[src/rtl/meter_countdown.sv]
// Parking-meter countdown: synchronizes the 1 Hz slowclk and the buttons into fastclk,
// keeps the remaining seconds, and drives binary/BCD time plus expired, low-time and blink status.
module meter_countdown #(
   parameter int unsigned MAX_TIME   = 9999,
   parameter int unsigned LOW_THRESH = 200,
   parameter int unsigned ADD_A      = 60,
   parameter int unsigned ADD_B      = 120,
   parameter int unsigned ADD_C      = 180,
   parameter int unsigned ADD_D      = 300,
   parameter int unsigned PRESET_LO  = 15,
   parameter int unsigned PRESET_HI  = 150
) (
   input  logic        fastclk,
   input  logic        reset_n,
   input  logic        slowclk,
   input  logic        add_a,
   input  logic        add_b,
   input  logic        add_c,
   input  logic        add_d,
   input  logic        preset_lo,
   input  logic        preset_hi,
   output logic [13:0] time_bin,
   output logic [15:0] time_bcd,
   output logic        expired,
   output logic        low_time,
   output logic        blink
);

   localparam logic [15:0] MAX16 = 16'(MAX_TIME);
   localparam logic [13:0] MAX14 = 14'(MAX_TIME);
   localparam logic [15:0] LOW16 = 16'(LOW_THRESH);
   localparam logic [15:0] A16   = 16'(ADD_A);
   localparam logic [15:0] B16   = 16'(ADD_B);
   localparam logic [15:0] C16   = 16'(ADD_C);
   localparam logic [15:0] D16   = 16'(ADD_D);
   localparam logic [13:0] PL14  = 14'(PRESET_LO);
   localparam logic [13:0] PH14  = 14'(PRESET_HI);

   logic        slow_s1_q, slow_s2_q, slow_e_q;
   logic        sec_tick;
   logic [5:0]  btn_raw;
   logic [5:0]  btn_s1_q, btn_s2_q, btn_e_q;
   logic [5:0]  btn_evt;
   logic [13:0] time_q, time_d;
   logic [15:0] time_bcd_q;
   logic        expired_q, expired_d;
   logic        low_q, low_d;
   logic        blink_q, blink_d;
   logic [15:0] add_sum;
   logic [15:0] dec;
   logic [15:0] sum16;

   // Bit order: {preset_hi, preset_lo, add_d, add_c, add_b, add_a}
   assign btn_raw  = {preset_hi, preset_lo, add_d, add_c, add_b, add_a};
   assign btn_evt  = btn_s2_q & ~btn_e_q;
   assign sec_tick = slow_s2_q & ~slow_e_q;

   function automatic logic [15:0] to_bcd(input logic [13:0] bin);
      logic [29:0] sh;
      sh = {16'd0, bin};
      for (int i = 0; i < 14; i++) begin
         for (int d = 0; d < 4; d++) begin
            if (sh[14+4*d +: 4] >= 4'd5)
               sh[14+4*d +: 4] = sh[14+4*d +: 4] + 4'd3;
         end
         sh = sh << 1;
      end
      return sh[29:14];
   endfunction

   always_ff @(posedge fastclk or negedge reset_n) begin
      if (!reset_n) begin
         slow_s1_q <= 1'b0;
         slow_s2_q <= 1'b0;
         slow_e_q  <= 1'b0;
         btn_s1_q  <= '0;
         btn_s2_q  <= '0;
         btn_e_q   <= '0;
      end else begin
         slow_s1_q <= slowclk;
         slow_s2_q <= slow_s1_q;
         slow_e_q  <= slow_s2_q;
         btn_s1_q  <= btn_raw;
         btn_s2_q  <= btn_s1_q;
         btn_e_q   <= btn_s2_q;
      end
   end

   // Presets override everything; otherwise adds and the tick combine, then saturate.
   always_comb begin
      add_sum = 16'd0;
      if (btn_evt[0]) add_sum = add_sum + A16;
      if (btn_evt[1]) add_sum = add_sum + B16;
      if (btn_evt[2]) add_sum = add_sum + C16;
      if (btn_evt[3]) add_sum = add_sum + D16;
      dec   = (sec_tick && (time_q != 14'd0)) ? 16'd1 : 16'd0;
      sum16 = {2'b00, time_q} + add_sum - dec;
      if (btn_evt[5])
         time_d = PH14;
      else if (btn_evt[4])
         time_d = PL14;
      else if (sum16 > MAX16)
         time_d = MAX14;
      else
         time_d = sum16[13:0];
   end

   always_comb begin
      expired_d = (time_d == 14'd0);
      low_d     = !expired_d && ({2'b00, time_d} < LOW16);
      if (expired_d)
         blink_d = slow_s2_q;
      else if (!low_d)
         blink_d = 1'b1;
      else if (!low_q)
         blink_d = 1'b1;
      else if (sec_tick)
         blink_d = ~blink_q;
      else
         blink_d = blink_q;
   end

   always_ff @(posedge fastclk or negedge reset_n) begin
      if (!reset_n) begin
         time_q     <= 14'd0;
         time_bcd_q <= 16'h0000;
         expired_q  <= 1'b1;
         low_q      <= 1'b0;
         blink_q    <= 1'b0;
      end else begin
         time_q     <= time_d;
         time_bcd_q <= to_bcd(time_q);
         expired_q  <= expired_d;
         low_q      <= low_d;
         blink_q    <= blink_d;
      end
   end

   assign time_bin = time_q;
   assign time_bcd = time_bcd_q;
   assign expired  = expired_q;
   assign low_time = low_q;
   assign blink    = blink_q;

endmodule
[config.mk]
export PLATFORM = sky130hd
export DESIGN_NAME = meter_countdown
export DESIGN_NICKNAME = d
export VERILOG_FILES = /design/src/rtl/meter_countdown.sv
export SDC_FILE = /design/constraint.sdc
export NUM_CORES = 1
export LEC_CHECK = 0
export CAP_MARGIN = 5
export CORE_ASPECT_RATIO = 1.25
export CORE_MARGIN = 1.5
export CORE_UTILIZATION = 30
export CTS_CLUSTER_SIZE = 20
export DETAILED_ROUTE_END_ITERATION = 16
export MAX_ROUTING_LAYER = met4
export PLACE_DENSITY = 0.58
export SLEW_MARGIN = 20
export SYNTH_ARGS = -nofsm -noshare
export SYNTH_HDL_FRONTEND = slang
export SYNTH_SLANG_ARGS = --single-unit
[constraint.sdc]
create_clock -name fastclk -period 8.8 [get_ports fastclk]
set_input_delay 0.88 -clock fastclk [delete_from_list [all_inputs] [get_ports fastclk]]
set_output_delay 0.88 -clock fastclk [all_outputs]
set_load 0.02 [all_outputs]
-- Word-level counts from Yosys, hierarchy flattened
Cells that the tools add are included.
- add/subtract/negate cells: 51
- magnitude comparators: 48
- equality and inequality tests: 1
- multiplexer cells: 58
- bitwise operators: 5
- reduce and logical (&&, ||, !) cells: 5
- operator list (kind ; number):
    4-bit by 3-bit greater-or-equal comparator with 1-bit output (second input constant) ; 42
    4-bit two-way mux ; 34
    4-bit by 2-bit adder with 4-bit output (second input constant) ; 33
    16-bit two-way mux ; 3
    14-bit two-way mux ; 3
    3-bit two-way mux ; 12
    3-bit by 2-bit adder with 3-bit output (second input constant) ; 9
    14-bit by 16-bit adder with 16-bit output ; 1
    16-bit by 7-bit adder with 16-bit output (second input constant) ; 1
    16-bit by 8-bit adder with 16-bit output (second input constant) ; 1
    16-bit by 9-bit adder with 16-bit output (second input constant) ; 1
    16-bit by 14-bit > comparator with 1-bit output (second input constant) ; 1
    16-bit by 1-bit subtractor with 16-bit output ; 1
    14-bit zero test ; 1
    14-bit by 8-bit less-than comparator with 1-bit output (second input constant) ; 1
    14-bit nonzero test ; 1
    1-bit by 2-bit adder with 3-bit output (both inputs constant) ; 2
    1-bit by 2-bit adder with 3-bit output (second input constant) ; 2
    6-bit AND ; 1
    1-bit by 3-bit greater-or-equal comparator with 1-bit output (both inputs constant) ; 2
    1-bit by 3-bit greater-or-equal comparator with 1-bit output (second input constant) ; 2
    6-bit two-way mux ; 1
    6-bit inverter ; 1
    1-bit two-way mux ; 5
    5 further kinds ; 7
- bits in registers: 54

-- Depth between registers and ports, before layout
Gate-level depths: netlist of the first run.
- depth in word-level cells: 26
- mapped depth: 51
- gate-level depth less buffers: 51

-- Least setup slack after synthesis of the first run
Ideal clock, no wire load.
- path kind: flip-flop to flip-flop
- start point: register time_q[12], in the netlist time_bin[12]
- end point: register time_bcd_q[13], in the netlist time_bcd[13]
- setup time: 136 ps
- arrival time: 9774 ps
- required time: 8664 ps
- slack: -1110 ps
- stages on the path, launching flop included: 52
- period minus slack after synthesis: 9910 ps
- cell sequence: dfrtp_1 > inv_1 > ha_1 > a21oi_2 > xnor2_1 > inv_2 > ha_1 > nor2b_1 > o21ai_2 > a21oi_4 > xnor2_1 > ha_1 > nor2b_1 > or4_4 > and2_1 > nand2_1 > ha_1 > a21oi_1 > [... 16 more ...] > nand3_1 > and3_1 > or2_4 > clkinv_1 > ha_1 > o21ai_0 > mux2i_1 > a32o_1 > a31o_2 > nand2_1 > xor2_1 > inv_1 > ha_1 > nand2b_1 > nand2_1 > nand3_1 > o311ai_1 > xnor2_1
- word-level cells in the longest chain between the ends: 24
- RTL lines (element ; line ; source):
    start, declared ; 44 ; logic [13:0] time_q, time_d;
    start signal, assigned ; 131 ; time_q <= time_d;
    4-bit by 2-bit adder with 4-bit output or 4-bit by 3-bit greater-or-equal comparator with 1-bit output (tied branches) ; 64, 63 ;
    4-bit two-way mux * ; 63 ; if (sh[14+4*d +: 4] >= 4'd5)
    4-bit by 2-bit adder with 4-bit output or 4-bit by 3-bit greater-or-equal comparator with 1-bit output (tied branches) ; 64, 63 ;
    4-bit two-way mux ; 63 ;
    4-bit by 2-bit adder with 4-bit output or 4-bit by 3-bit greater-or-equal comparator with 1-bit output (tied branches) ; 64, 63 ;
    4-bit two-way mux ; 63 ;
    4-bit by 2-bit adder with 4-bit output, or another cell as far along ; 64 ; sh[14+4*d +: 4] = sh[14+4*d +: 4] + 4'd3;
    4-bit two-way mux or 3-bit two-way mux (tied branches) ; 63 ;
    [... 8 more ...] ; n/a ;
    4-bit by 2-bit adder with 4-bit output, or another cell as far along ; 64 ;
    4-bit two-way mux or 3-bit two-way mux (tied branches) ; 63 ;
    4-bit by 2-bit adder with 4-bit output, or another cell as far along ; 64 ;
    4-bit two-way mux or 3-bit two-way mux (tied branches) ; 63 ;
    4-bit by 2-bit adder with 4-bit output, or another cell as far along ; 64 ;
    4-bit two-way mux or 3-bit two-way mux (tied branches) ; 63 ;
    4-bit by 3-bit greater-or-equal comparator with 1-bit output or 3-bit by 2-bit adder with 3-bit output (tied branches) ; 63, 64 ;
    3-bit two-way mux * ; 63 ;
    end signal, assigned ; 132 ; time_bcd_q <= to_bcd(time_q);
    end, declared ; 45 ; logic [15:0] time_bcd_q;
Every way passes the cells marked *; elsewhere a longest branch is shown, timed or not.
A chain may end at the register's enable or synchronous reset.

-- Worst setup path after layout of the first run
- start point: register time_q[12], in the netlist time_bin[12]
- end point: register time_bcd_q[14], in the netlist time_bcd[14]
The elaborated chain is that of the path after synthesis.

==> impl_results.md, run 1 <==
* Antenna violations before repair at 0
* First-pass GRT wire length at ~29000 um
* Proportion of layout cells with a drive suffix above 1 at 0.244
* Detailed-route wire length per cell at around 15 um
* Post-synth EDFFs at 0
* Leading cell types by total area after synthesis: sky130_fd_sc_hd__dfrtp_1, sky130_fd_sc_hd__ha_1, sky130_fd_sc_hd__a21oi_1
* Top cell by count, worst path: sky130_fd_sc_hd__ha_4
* Time the worst path needs with I/O delays and setup at around 8.6 ns
* Number of inserted diodes at 0
* Worst-skew pair later-pin latency at about 0.30 ns
* Number of global-route vias before repair at 6135
* Clock slew at the register clock pins of the worst setup and hold paths at ~0.08 ns
* Synth Instances at roughly 830
* Nets@finish at about 990
* CP endpoint kind: flip-flop
* Kind of critical path: flip-flop to flip-flop
* Floorplan die area at 23300 um2
* Headroom to the max-slew limit at 0.493
* Max-slew violations at 0
* Count of standard-cell rows at 61
* Maximum number of pins on one net before global-route repair at 55
* Cell accounting for the most synthesized area: sky130_fd_sc_hd__dfrtp_1
* Count of clock tree sinks at 54
* Detailed Place HPWL at approximately 13000 um
* Startpoint kind of the worst setup timing path: flip-flop
* Required time worst endpoint at 8.98 ns
* Util after Layout at 0.386
* Synth Flop Type: sky130_fd_sc_hd__dfrtp_1
* Starting Density at 0.304
* Result of the run: finished, final reports clean
* Number of buffers created by CTS at 5
* Synthesized cell area at slightly below 7000 um2
* Syn_area_per_cell at between 8 and 9 um2
* Peak per-stage delay on the critical path at 0.54 ns
* Global placer's final weighted congestion at just over 0.9
* Depth of the CTS H-tree at 2
* Io pins at 42
* Maximum Capacitance Violations at 0
* Post-route setup slack at approximately 0.21 ns
* Floorplan Core Area at roughly 22000 um2
* Number of buffers inserted by port buffering at 41
* Via count at between 6000 and 7000
* Netlist cell types at 113
* Async S/R FF share, synth at 1.00
* Residual overflow from global routing at 0
* RSZ-0062 raised after global routing: yes
* Maximum fanout count along the critical path at 5
* Total Routed Length at about 18000 um
* Drt pass-1 iters at 5
* Post-Synthesis Net Count at between 800 and 900
* Vias per Instance at 5.42
* Clock buffer depth at 2
* Number of warning messages in the yosys log at 0
* Setup violations, final at 0
* Die outline width at 137 um
* Clock tree root buffer cell: sky130_fd_sc_hd__clkbuf_16
* Total track usage at 0.155
* Hold violation total from the final report at 0
* Post-synthesis sequential area ratio at 0.201
* Max stage delay cell, worst path: sky130_fd_sc_hd__or4_4
* Achievable frequency at approximately 120 MHz
* Die Y-Extent at between 150 and 200 um
* Number of routed nets with antenna violations at 0
* Clock Skew at roughly 0.0073 ns
* Detailed Route Iter0 Violations at between 500 and 600
* Fraction of the cycle the final worst path needs at 0.976
* Total of flip-flops plus latches after synthesis at 54
* Layout-stage area growth over the synthesis result at 27.1%
* Pre-CTS setup slack at -0.247 ns
* Crit path DAT at just under 9 ns
* Class of the most critical hold timing path: flip-flop to flip-flop
* Clock tree from TritonCTS: built
* Worst-Margin Slew at roughly 0.74 ns
* Number of design rule violations left after detail routing at 0
* Leading cell types in the layout, fill and taps excluded: sky130_fd_sc_hd__nor2_1, sky130_fd_sc_hd__buf_4, sky130_fd_sc_hd__a21oi_1
* Share of the synthesized area in the top cell type at 0.197
## synthesized netlist by cell type (all sizes together), types with 7 or more instances
library cell	instances
inv	65
dfrtp	53
or3	8
mux2i	15
nand2b	21
a21o	12
o211ai	13
xor2	8
a31oi	12
and3	8
ha	53
o21ai	41
nor2	78
xnor2	26
clkbuf	17
mux2	10
buf	9
nand3	26
a21oi	77
o2111ai	7
nand2	62
nor3	28
o22ai	13
a2111oi	7
a211oi	14
and2	12
o21bai	11
a211o	10
## kinds of logic after synthesis
kind of cell             Yosys count  synth area share
AO/OA/AOI/OAI                    293             0.340
XOR/XNOR                          35            0.0499
adder cells (fa/ha/maj)           56             0.105
buffers and inverters             94            0.0555
flip-flops                        54             0.201
AND/OR/NAND/NOR                  275             0.207
multiplexers                      25            0.0413
## sequential cells by signal (all words and copies together) (netlist names)
register	cells
time_bin	14
low_time	1
btn_s1_q	6
blink	1
slow_e_q	1
btn_s2_q	6
slow_s1_q	1
btn_e_q	6
time_bcd	16
expired	1
slow_s2_q	1
## worst paths after layout
check	startpoint	endpoint	slack [ns]	cells after the start
min in group asynchronous	reset_n	time_bcd[15]$_DFF_PN0_	0.67	2
worst max register to register	time_bin[12]$_DFF_PN0_	time_bcd[14]$_DFF_PN0_	0.21	51
worst min-delay path	btn_s1_q[2]$_DFF_PN0_	btn_s2_q[2]$_DFF_PN0_	0.35	0
worst max-delay path	time_bin[12]$_DFF_PN0_	time_bcd[14]$_DFF_PN0_	0.21	51
max in group asynchronous	reset_n	time_bin[13]$_DFF_PN0_	7.57	2
worst min register to register	btn_s1_q[2]$_DFF_PN0_	btn_s2_q[2]$_DFF_PN0_	0.35	0
## final cells by class
class                      instances  area [um2]
sequential                        54        1360
clock inverter                     3        28.8
fill                            2265       13600
timing repair buffer             118         991
inverter                          68         263
tap                              283         354
clock buffer                       5         125
multi-input combinational        684        5420
## critical path, delay by kind of cell, from the launching register on
family / cells / cell delay (ns)
mux: 2 / 0.22
flops: 1 / 0.44
compound gates: 16 / 2.79
fa+ha+maj: 9 / 1.76
simple gates: 15 / 2.43
buf+inv: 6 / 0.38
xor+xnor: 3 / 0.45
## through the flow
step,hold WS (ns),area [um2],instances,TNS (ns)
2_1_floorplan,0.331,6890,832,-0.147
3_3_place_gp,0.331,7780,1162,-0.0983
3_5_place_dp,0.335,7780,1162,-1.06
4_1_cts,0.353,8010,1178,0
5_1_grt,0.365,8540,1215,-1.41
6_report,0.350,8540,1215,0
## what timing repair did
| action | in CTS | in global routing |
|---|---|---|
| pin swaps | 10 | 40 |
| hold buffers | 0 | 0 |
| gates resized for setup | 5 | 49 |
| endpoints found under the setup margin | 11 | 11 |
| buffers inserted | 8 | 37 |
## layer usage
metal  GRT usage  part of all wire  vias up
met5           -                 0        -
met4      0.0485             0.021        0
met3      0.0119             0.024       30
met2       0.268              0.51      127
met1       0.190              0.45     3137
li1            -                 -     3295
Power of run 1 is not shown: default switching activity piles up to over one toggle a cycle in this logic, so the estimate is an artifact.
==> inputs of run 2 (changes only) <==
--- a/config.mk
+++ b/config.mk
@@ -8,11 +8,11 @@
 export CAP_MARGIN = 5
 export CORE_ASPECT_RATIO = 1.25
 export CORE_MARGIN = 1.5
-export CORE_UTILIZATION = 30
+export CORE_UTILIZATION = 56
 export CTS_CLUSTER_SIZE = 20
 export DETAILED_ROUTE_END_ITERATION = 16
 export MAX_ROUTING_LAYER = met4
-export PLACE_DENSITY = 0.58
+export PLACE_DENSITY = 0.89
 export SLEW_MARGIN = 20
 export SYNTH_ARGS = -nofsm -noshare
 export SYNTH_HDL_FRONTEND = slang
==> run 2 against run 1 <==
  * Utilization up 32 points
  * First-iteration DRC count up 7.0%
  * Die area down 46%
  * Setup slack worse by 0.14 ns
  * Maximum frequency down 1.6%
  * Critical path depth down 3
  * Flip-flop and latch count unchanged
  * Design area down 3.0%
  * Worst hold slack about the same
  * Largest cell class unchanged
==> impl_results.md, run 2 (same netlist as run 1, synthesis figures left out) <==
* Result of the run: finished, final reports clean
* Met2 capacity usage during global routing at 0.461
* Starting Density at 0.576
* Instance area after placement at 7560 um2
* Maximum Capacitance Violations at 0
* Global routing usage on met3 at 0.0218
* Layout Cell Area excl Fill at between 8000 and 9000 um2
* Floorplan die area at about 13000 um2
* Detailed Place HPWL at 12000 um
* Leading cell type in the layout, fill and taps excluded: sky130_fd_sc_hd__nor2_1
* Die Y-Extent at between 100 and 150 um
* Number of global-route vias before repair at 6075
* Reg-to-Reg Start: time_bin[12]$_DFF_PN0_
* CP startpoint: time_bin[12]$_DFF_PN0_
* Peak per-stage delay on the critical path at around 0.55 ns
* Proportion of layout cells with a drive suffix above 1 at 0.231
* Startpoint kind of the worst setup timing path: flip-flop
* Total track usage at 0.269
* Drt pass-1 iters at 5
* First-pass GRT wire length at roughly 28000 um
* Number of fillers in the final layout at 822
* Util after Layout at 0.710
* Global placer's final weighted congestion at approximately 0.92
* Number of inserted diodes at 0
* Clock tree root buffer cell: sky130_fd_sc_hd__clkbuf_16
* Top cell by count, worst path: sky130_fd_sc_hd__ha_4
* Setup violations, final at 0
* Clock buffer depth at 2
* Count of standard-cell rows at 44
* CP endpoint kind: flip-flop
* GR met1 Demand/Resource at 0.331
* Time the worst path needs with I/O delays and setup at about 8.7 ns
* Io pins at 42
* Fraction of the cycle the final worst path needs at 0.992
* Total Routed Length at ~18000 um
* Clock Skew at between 0.005 and 0.006 ns
* Number of buffers inserted by port buffering at 41
* Hold Startpoint: btn_s1_q[0]$_DFF_PN0_
* Achievable frequency at 115 MHz
* Detailed-route wire length per cell at between 15 and 20 um
* Residual overflow from global routing at 0
* Worst-skew pair later-pin latency at 0.30 ns
* Detailed Route Iter0 Violations at around 580
* Die outline width at between 100 and 150 um
* Hold violation total from the final report at 0
* Top Usage Layer GRT: met2
* Via count at 7009
* Floorplan Core Area at 11700 um2
* Vias per Instance at between 6 and 7
* Maximum fanout count along the critical path at 6
* Worst-Margin Slew at about 0.76 ns
* Number of routed nets with antenna violations at 0
* Number of buffers created by CTS at 5
* Class of the most critical hold timing path: flip-flop to flip-flop
* Antenna violations before repair at 0
* Flip-flop count of the largest register after layout at 16
* Count of clock tree sinks at 54
* Headroom to the max-slew limit at 0.479
* Cts-stage hold buffer count at 0
* Max stage delay cell, worst path: sky130_fd_sc_hd__or4_4
* Number of design rule violations left after detail routing at 0
* Crit path DAT at ~8.9 ns
* Layout-stage area growth over the synthesis result at 23.2%
* Kind of critical path: flip-flop to flip-flop
* Clock tree from TritonCTS: built
* Clock slew at the register clock pins of the worst setup and hold paths at about 0.080 ns
* Reg2Reg Setup Slack at a little over 0.07 ns
* Maximum number of pins on one net before global-route repair at 55
* Nets@finish at about 980
* Max-slew violations at 0
* Leading cell types in the layout, fill and taps excluded: sky130_fd_sc_hd__nor2_1, sky130_fd_sc_hd__a21oi_1, sky130_fd_sc_hd__buf_4
* Required time worst endpoint at between 8 and 9 ns
* Depth of the CTS H-tree at 2
[run 2: final timing paths]
path / to / depth (start not counted)
max in group asynchronous: time_bin[12]$_DFF_PN0_ / 2
min reg2reg: btn_s2_q[0]$_DFF_PN0_ / 0
max: time_bcd[14]$_DFF_PN0_ / 48
max reg2reg: time_bcd[14]$_DFF_PN0_ / 48
min in group asynchronous: btn_s1_q[0]$_DFF_PN0_ / 2
min: btn_s2_q[0]$_DFF_PN0_ / 0
[run 2: final cells by class]
type                       count  area [um2]  area share
timing repair buffer         102         863       0.104
multi-input combinational    684        5450       0.658
sequential                    54        1360       0.164
clock buffer                   5         125      0.0151
clock inverter                 3        28.8     0.00347
tap                          161         201      0.0243
inverter                      68         263      0.0317
[run 2: metrics by stage]
step	TNS, ns	worst slack [ns]	hold slack (ns)	cells
4_1_cts	0	0.00819	0.353	1049
3_3_place_gp	0	0.0156	0.332	1031
6_report	0	0.0716	0.350	1077
5_1_grt	-1.26	-0.252	0.355	1077
3_5_place_dp	-1.18	-0.263	0.336	1031
2_1_floorplan	-0.147	-0.0695	0.331	832
[run 2: timing repair]
action | in CTS | in global routing
setup endpoints to repair | 11 | 11
gates resized for setup | 8 | 42
pin swaps | 8 | 35
setup buffers | 10 | 28
[run 2: worst max-delay path: cells and delay by family (launching register included)]
family / cells / cell delay, ns
compound gates: 15 / 2.79
xor+xnor: 2 / 0.33
fa+ha+maj: 8 / 1.51
buf+inv: 6 / 0.40
flops: 1 / 0.45
mux: 3 / 0.59
simple gates: 14 / 2.53
[run 2: per-layer routing]
metal / part of all wire / wire [um]
met5: 0 / 0
met4: 0.038 / 709
met3: 0.057 / 1050
met2: 0.50 / 9290
met1: 0.40 / 7420
Power of run 2 is left out for the same reason.
